$ cat src/rtl/register_bank.sv
`timescale 1ns/1ps
// 32 x 16-bit register file, written every cycle from ans_dm, with
// forwarding muxes on both operand ports and an immediate override on B.
module register_bank (
  input  logic        clk,
  input  logic        rst_n,
  input  logic [4:0]  RA,
  input  logic [4:0]  RB,
  input  logic [4:0]  RW_dm,
  input  logic [15:0] ans_dm,
  input  logic [15:0] ans_ex,
  input  logic [15:0] ans_wb,
  input  logic [15:0] imm,
  input  logic [1:0]  mux_sel_A,
  input  logic [1:0]  mux_sel_B,
  input  logic        imm_sel,
  output logic [15:0] A,
  output logic [15:0] B
);

  logic [15:0] regs [32];
  logic [15:0] rd_a;
  logic [15:0] rd_b;
  logic [15:0] fwd_b;

  // No write enable: the pipeline always retires something into RW_dm.
  always_ff @(posedge clk or negedge rst_n) begin
    if (!rst_n) begin
      for (int i = 0; i < 32; i++) begin
        regs[i] <= '0;
      end
    end else begin
      regs[RW_dm] <= ans_dm;
    end
  end

  // Reads see the pre-edge contents; bypassing happens only via the selects.
  assign rd_a = regs[RA];
  assign rd_b = regs[RB];

  always_comb begin
    A = rd_a;
    case (mux_sel_A)
      2'b00: A = rd_a;
      2'b01: A = ans_ex;
      2'b10: A = ans_dm;
      2'b11: A = ans_wb;
      default: A = rd_a;
    endcase
  end

  always_comb begin
    fwd_b = rd_b;
    case (mux_sel_B)
      2'b00: fwd_b = rd_b;
      2'b01: fwd_b = ans_ex;
      2'b10: fwd_b = ans_dm;
      2'b11: fwd_b = ans_wb;
      default: fwd_b = rd_b;
    endcase
  end

  assign B = imm_sel ? imm : fwd_b;

endmodule

$ cat config.mk
export PLATFORM = sky130hd
export DESIGN_NAME = register_bank
export DESIGN_NICKNAME = d
export VERILOG_FILES = /design/src/rtl/register_bank.sv
export SDC_FILE = /design/constraint.sdc
export NUM_CORES = 1
export LEC_CHECK = 0
export ABC_CLOCK_PERIOD_IN_PS = 2200
export CORE_MARGIN = 3
export CORE_UTILIZATION = 47
export DETAILED_ROUTE_END_ITERATION = 10
export PLACE_DENSITY = 0.75
export SLEW_MARGIN = 5
export SYNTH_ARGS = -nofsm -noshare
export SYNTH_HDL_FRONTEND = slang
export SYNTH_SLANG_ARGS = --single-unit
$ cat constraint.sdc
create_clock -name clk -period 2.2 [get_ports clk]
set_input_delay 0.33 -clock clk [delete_from_list [all_inputs] [get_ports clk]]
set_output_delay 0.33 -clock clk [all_outputs]
set_load 0.03 [all_outputs]
==> flow_metrics.tcl, run 1 <==
set metrics [dict create \
    status "finished, violations left" \
    violations "setup timing" \
    clock_latency_ns 0.61 \
    rsz0062_at_grt "yes" \
    ys_seq_elements 512 \
    drc 0 \
    path_cells "mux4_2, mux2_4, nor3b_4, or4_1, o21ai_2, buf_6" \
    seq_area_frac_synth_pct 45.3 \
    grt_max_degree 63 \
    drtIter0Drc 1805 \
    hp-class "in2async" \
    area_growth_pct 25.1 \
    reg_top3 "regs (512)" \
    cts_buffers 53 \
    drv_cap 0 \
    reg2reg_depth 3 \
    synth_warnings 0 \
    gp_congestion 0.908 \
    syn_avg_cell_area_um2 15.0 \
    dpl.cell_count 2862 \
    antenna_found_initial 1 \
    clock_power_share_pct 29.9 \
    p_sw_share_pct 28.8 \
    grt_first_pass_wirelength_um 135000 \
    cts.sinks 512 \
    netlist_area_um2 28300 \
    dieArea_um2 63100 \
    crit_path_max_incr_delay_ns 0.47 \
    cp_data_arrival_time_ns 2.41 \
    num_vias 20000 \
    setup_ws_ns -0.538 \
    crit_path_top_delay_cell "mux4_2" \
    die_h_um 251 \
    routed_wl_um 89800 \
    p_leak_uw 0.0145 \
    cts_tree "done" \
    numPortBuffers 117 \
    crit_fanout 3 \
    dp_hpwl_um 61300 \
    critPathRequiredTime_ns 1.87 \
    largest_reg_flops 512 \
    regMostFlops "regs" \
    layout.cells.most_common_list "530 x mux2_2, 512 x dfrtp_1, 250 x mux4_2" \
    end_kind "output port" \
    drive_gt1_share_pct 62.3 \
    post-route-period-util_pct 124 \
    cts.path.max_buffers 3 \
    die_w_um 251 \
    switching_power_uw 8870 \
    fmax_ghz 0.365 \
    worst_path_dominant_cell_family "multiplexers" \
    start_util_pct 47.7 \
    path_class "reg2out" \
    grt_usage_pct 28.4 \
    io_pins 118 \
    synth_cell_types 47 \
    comb_power_share_pct 26.9 \
    setup_violations 32 \
    placement.cell_area_um2 32400 \
    power.share.sequential_pct 43.2 \
    nets 2260 \
    synth_fp_nets 1976 \
    cellPowerDensity_nw_per_um2 873 \
    layoutNonFillerInstCount 2990 \
    finish.utilization_pct 59.7 \
    gr-total-overflow 0 \
    num_rows 89 \
    finClkSkew_ns 0 \
    cp_num_buf_inv 1 \
    slew_headroom_pct 61.9 \
    cellInternalPower_uw 22000 \
    antennaDiodeCount 0 \
    wire_per_inst_um 30.0 \
    fin_crit_ns 2.74 \
    peakVddDrop_uv 641 \
    start_kind "register" \
    core_um2 59200 \
    grt_pass1_vias 21000 \
    postLayoutCellArea_um2 35300 \
    cts_root_buf "clkbuf_16" \
    report.final.hold_viol_count 0 \
    drv_slew 0 \
    h-tree-depth 2 \
    path_depth 6 \
    tightest_slew_ns 0.572 \
    final_common_cell "mux2_2" \
    syn-instance-count 1890 \
    antenna_left 0 \
    clk_pin_slew_ns 0.06 \
    drtPass1Iterations 7 \
    avgViaCountPerCell 6.69 \
]
==> kinds of logic (layout without fill, tap and decap cells) <==
logic type / Yosys count / count (layout) / share of synthesized area, %
simple gates: 152 / 152 / 2.88
mux: 820 / 820 / 42.8
compound gates: 204 / 204 / 5.11
buf+inv: 202 / 529 / 3.86
flops: 512 / 512 / 45.3
==> path summary, 6_finish.rpt <==
kind                       startpoint         to  slack [ns]
max                          regs[75]      B[11]       -0.54
min                             rst_n  regs[445]        0.30
max reg2reg                  regs[70]   regs[70]        1.18
min reg2reg                  regs[79]   regs[79]        0.52
max in group asynchronous       rst_n  regs[242]        1.14
min in group clk             regs[79]   regs[79]        0.52
==> synth_stat cells, drive strengths merged <==
cell | number | area (um^2)
a22oi | 35 | 263
nor3 | 7 | 55.1
mux2i | 35 | 350
or3 | 1 | 6.26
o211ai | 16 | 120
inv | 4 | 15.0
a221oi | 29 | 254
clkbuf | 98 | 415
o21ai | 16 | 80.1
or4 | 2 | 15.0
nand3b | 5 | 37.5
a21oi | 44 | 220
nand2b | 8 | 50.1
mux4 | 254 | 5770
mux2 | 531 | 5980
and2 | 1 | 6.26
nor3b | 5 | 52.6
o41ai | 1 | 8.76
nand3 | 32 | 160
o2111ai | 3 | 26.3
o221ai | 3 | 26.3
dlygate4sd1 | 1 | 8.76
dfrtp | 512 | 12800
nor2 | 27 | 111
or2 | 3 | 18.8
a2111oi | 2 | 36.3
buf | 99 | 652
o22ai | 29 | 181
a22o | 16 | 140
nor2b | 26 | 163
o22a | 10 | 87.6
nand2 | 35 | 139
==> cell type report <==
cell class              instances  area, um^2
fillers                      4280       23900
flip-flops and latches        512       12800
inverters                       4        15.0
clock inverters                12         121
repair buffers                427        4520
well taps                     773         967
multi-input cells            1176       15300
clock buffers                  86        1650
==> power groups by stage <==
| stage | logic (uW) | clock network [uW] | registers, uW |
|---|---|---|---|
| final | 8290 | 9220 | 13300 |
| after global routing | 8750 | 9680 | 13600 |
| after CTS | 8050 | 9310 | 13200 |
| after detailed placement | 7450 | 0 | 13400 |
| after global placement | 7220 | 0 | 13100 |
| after floorplan | 5330 | 0 | 12700 |
==> what timing repair did <==
| item | 4_1_cts | 5_1_grt |
|---|---|---|
| hold buffers | 1 | 0 |
| pin swaps | 90 | 33 |
| setup buffers | 21 | 11 |
| hold endpoints to repair | 40 | 0 |
| resized for setup | 158 | 44 |
| endpoints found under the setup margin | 32 | 32 |
==> metrics by stage <==
stage          setup TNS (ns)  power, uW  worst slack, ns  hold slack (ns)
3_5_place_dp           -19.77      20800           -0.519            0.337
5_1_grt                -14.93      32000           -0.600            0.304
2_1_floorplan               0      18100         0.000172           0.0344
6_report               -12.80      30800           -0.538            0.296
4_1_cts                -13.44      30600           -0.550            0.284
3_3_place_gp           -15.06      20400           -0.589            0.325
==> routing by layer <==
metal	vias up	wire length, um	GRT usage (%)
met1	10600	34500	38.4
met2	1154	42200	44.5
met4	2	4440	13.0
li1	7980	-	-
met5	-	7	0
met3	252	8690	6.16
==> worst reg2reg max path, cell delays in order, from the launching register on <==
cell	delay (ns)
dfrtp_1	0.39
buf_4	0.13
buf_4	0.12
mux2_2	0.26
(Power assumes the default switching activity.)
==> run 2: changes to the inputs <==
--- a/config.mk
+++ b/config.mk
@@ -5,12 +5,12 @@
 export SDC_FILE = /design/constraint.sdc
 export NUM_CORES = 1
 export LEC_CHECK = 0
-export ABC_CLOCK_PERIOD_IN_PS = 2200
+export ABC_CLOCK_PERIOD_IN_PS = 3500
 export CORE_MARGIN = 3
 export CORE_UTILIZATION = 47
 export DETAILED_ROUTE_END_ITERATION = 10
 export PLACE_DENSITY = 0.75
-export SLEW_MARGIN = 5
+export SLEW_MARGIN = 10
 export SYNTH_ARGS = -nofsm -noshare
 export SYNTH_HDL_FRONTEND = slang
 export SYNTH_SLANG_ARGS = --single-unit
==> constraint.sdc (replaced) <==
create_clock -name clk -period 3.5 [get_ports clk]
set_input_delay 0.525 -clock clk [delete_from_list [all_inputs] [get_ports clk]]
set_output_delay 0.525 -clock clk [all_outputs]
set_load 0.03 [all_outputs]
==> flow_metrics.tcl, run 2 (same netlist as run 1, synthesis figures left out) <==
set metrics [dict create \
    gr-total-overflow 0 \
    area_growth_pct 15.5 \
    clk_pin_slew_ns 0.06 \
    power.share.sequential_pct 44.4 \
    tightest_slew_ns 0.994 \
    fin_crit_ns 3.42 \
    core_um2 59200 \
    p_leak_uw 0.0133 \
    p_sw_share_pct 28.1 \
    peakVddDrop_uv 349 \
    antenna_found_initial 4 \
    num_rows 89 \
    tns_ns 0 \
    comb_power_share_pct 24.0 \
    cts_tree "done" \
    h-tree-depth 2 \
    finClkSkew_ns 0 \
    final_common_cell "mux2_2" \
    finish.utilization_pct 55.1 \
    setup_violations 0 \
    switching_power_uw 5280 \
    dp_hpwl_um 55800 \
    drtIter0Drc 1953 \
    cellPowerDensity_nw_per_um2 576 \
    path_cells "mux4_1, nor2b_1, a2111oi_0, or4_1, o21ai_0, buf_4" \
    reg2reg_setup_slack_ns 2.68 \
    largest_reg_flops 512 \
    cts_root_buf "clkbuf_16" \
    numPortBuffers 117 \
    grt_pass1_vias 20100 \
    path_depth 6 \
    cts.sinks 512 \
    drtPass1Iterations 5 \
    start_util_pct 47.7 \
    clock_latency_ns 0.61 \
    grt_usage_pct 27.4 \
    start_kind "register" \
    grt_first_pass_wirelength_um 129000 \
    reg_top3 "regs (512)" \
    clock_power_share_pct 31.5 \
    hold-worst-slack_ns -0.0154 \
    num_vias 19100 \
    antenna_left 0 \
    cp_data_arrival_time_ns 2.90 \
    path_class "reg2out" \
    crit_path_top_delay_cell "a2111oi_0" \
    report.final.hold_viol_count 10 \
    end_kind "output port" \
    worst_path_dominant_cell_family "compound AO/OA/AOI/OAI gates" \
    slew_headroom_pct 33.7 \
    layout.cells.most_common_list "531 x mux2_2, 512 x dfrtp_1, 240 x mux4_2" \
    critPathRequiredTime_ns 2.97 \
    cts.path.max_buffers 3 \
    wire_per_inst_um 30.5 \
    rsz0062_at_grt "no" \
    cp_num_buf_inv 1 \
    status "finished, violations left" \
    routed_wl_um 86400 \
    die_h_um 251 \
    hp-class "in2async" \
    gp_congestion 0.858 \
    drive_gt1_share_pct 52.8 \
    placement.cell_area_um2 30800 \
    drc 0 \
    fmax_ghz 0.292 \
    cts_hold_buf 0 \
    grt_max_degree 108 \
    reg2reg_depth 1 \
    drv_slew 0 \
    nets 2098 \
    cellInternalPower_uw 13500 \
    violations "hold timing" \
    drv_cap 0 \
    regMostFlops "regs" \
    post-route-period-util_pct 97.8 \
    crit_path_max_incr_delay_ns 0.80 \
    io_pins 118 \
    cts_buffers 52 \
    die_w_um 251 \
    dieArea_um2 63100 \
    postLayoutCellArea_um2 32600 \
    crit_fanout 3 \
    avgViaCountPerCell 6.76 \
]
run 2: path summary, 6_finish.rpt:
kind,endpoint,start
max in group asynchronous,regs[24],rst_n
worst min-delay path,regs[137],rst_n
min in group clk,regs[341],regs[341]
worst min register to register,regs[341],regs[341]
worst max register to register,regs[305],regs[305]
worst max-delay path,B[0],regs[480]
run 2: timing repair:
| action | in CTS | in global routing |
|---|---|---|
| buffers inserted | 0 | 0 |
| gates resized for setup | 0 | 1 |
| setup endpoints to repair | 0 | 1 |
run 2: layer usage:
| layer | share of wire, % | global-route usage (%) |
|---|---|---|
| met5 | 0.015 | 0 |
| met4 | 4.8 | 12.5 |
| met3 | 9.9 | 7.39 |
| met2 | 47 | 43.4 |
| met1 | 39 | 35.7 |
run 2: stage by stage:
step | worst slack, ns | instances | hold WS [ns] | power [uW]
after detailed placement | 0.121 | 2731 | 0.510 | 12900
final | 0.0785 | 2828 | -0.0154 | 18800
after floorplan | 0.560 | 1890 | 0.229 | 11300
after global placement | 0.253 | 2731 | 0.500 | 12600
after CTS | 0.114 | 2826 | 0.0375 | 18800
after global routing | 0.0709 | 2826 | 0.0676 | 19500
run 2: final cells by class:
type                    count  area, um^2
diodes                      2        5.00
clock buffers              72        1510
clock inverters            23         313
fillers                  4614       26600
inverters                   4        15.0
multi-input cells        1176       14400
flip-flops and latches    512       12800
well taps                 773         967
repair buffers            266        2570
run 2: power by group through the flow:
stage	logic, uW	clock network [uW]	registers (uW)
3_5_place_dp	4480	0	8390
5_1_grt	4800	6220	8500
4_1_cts	4500	6010	8290
2_1_floorplan	3330	0	8010
6_report	4520	5920	8350
3_3_place_gp	4340	0	8220
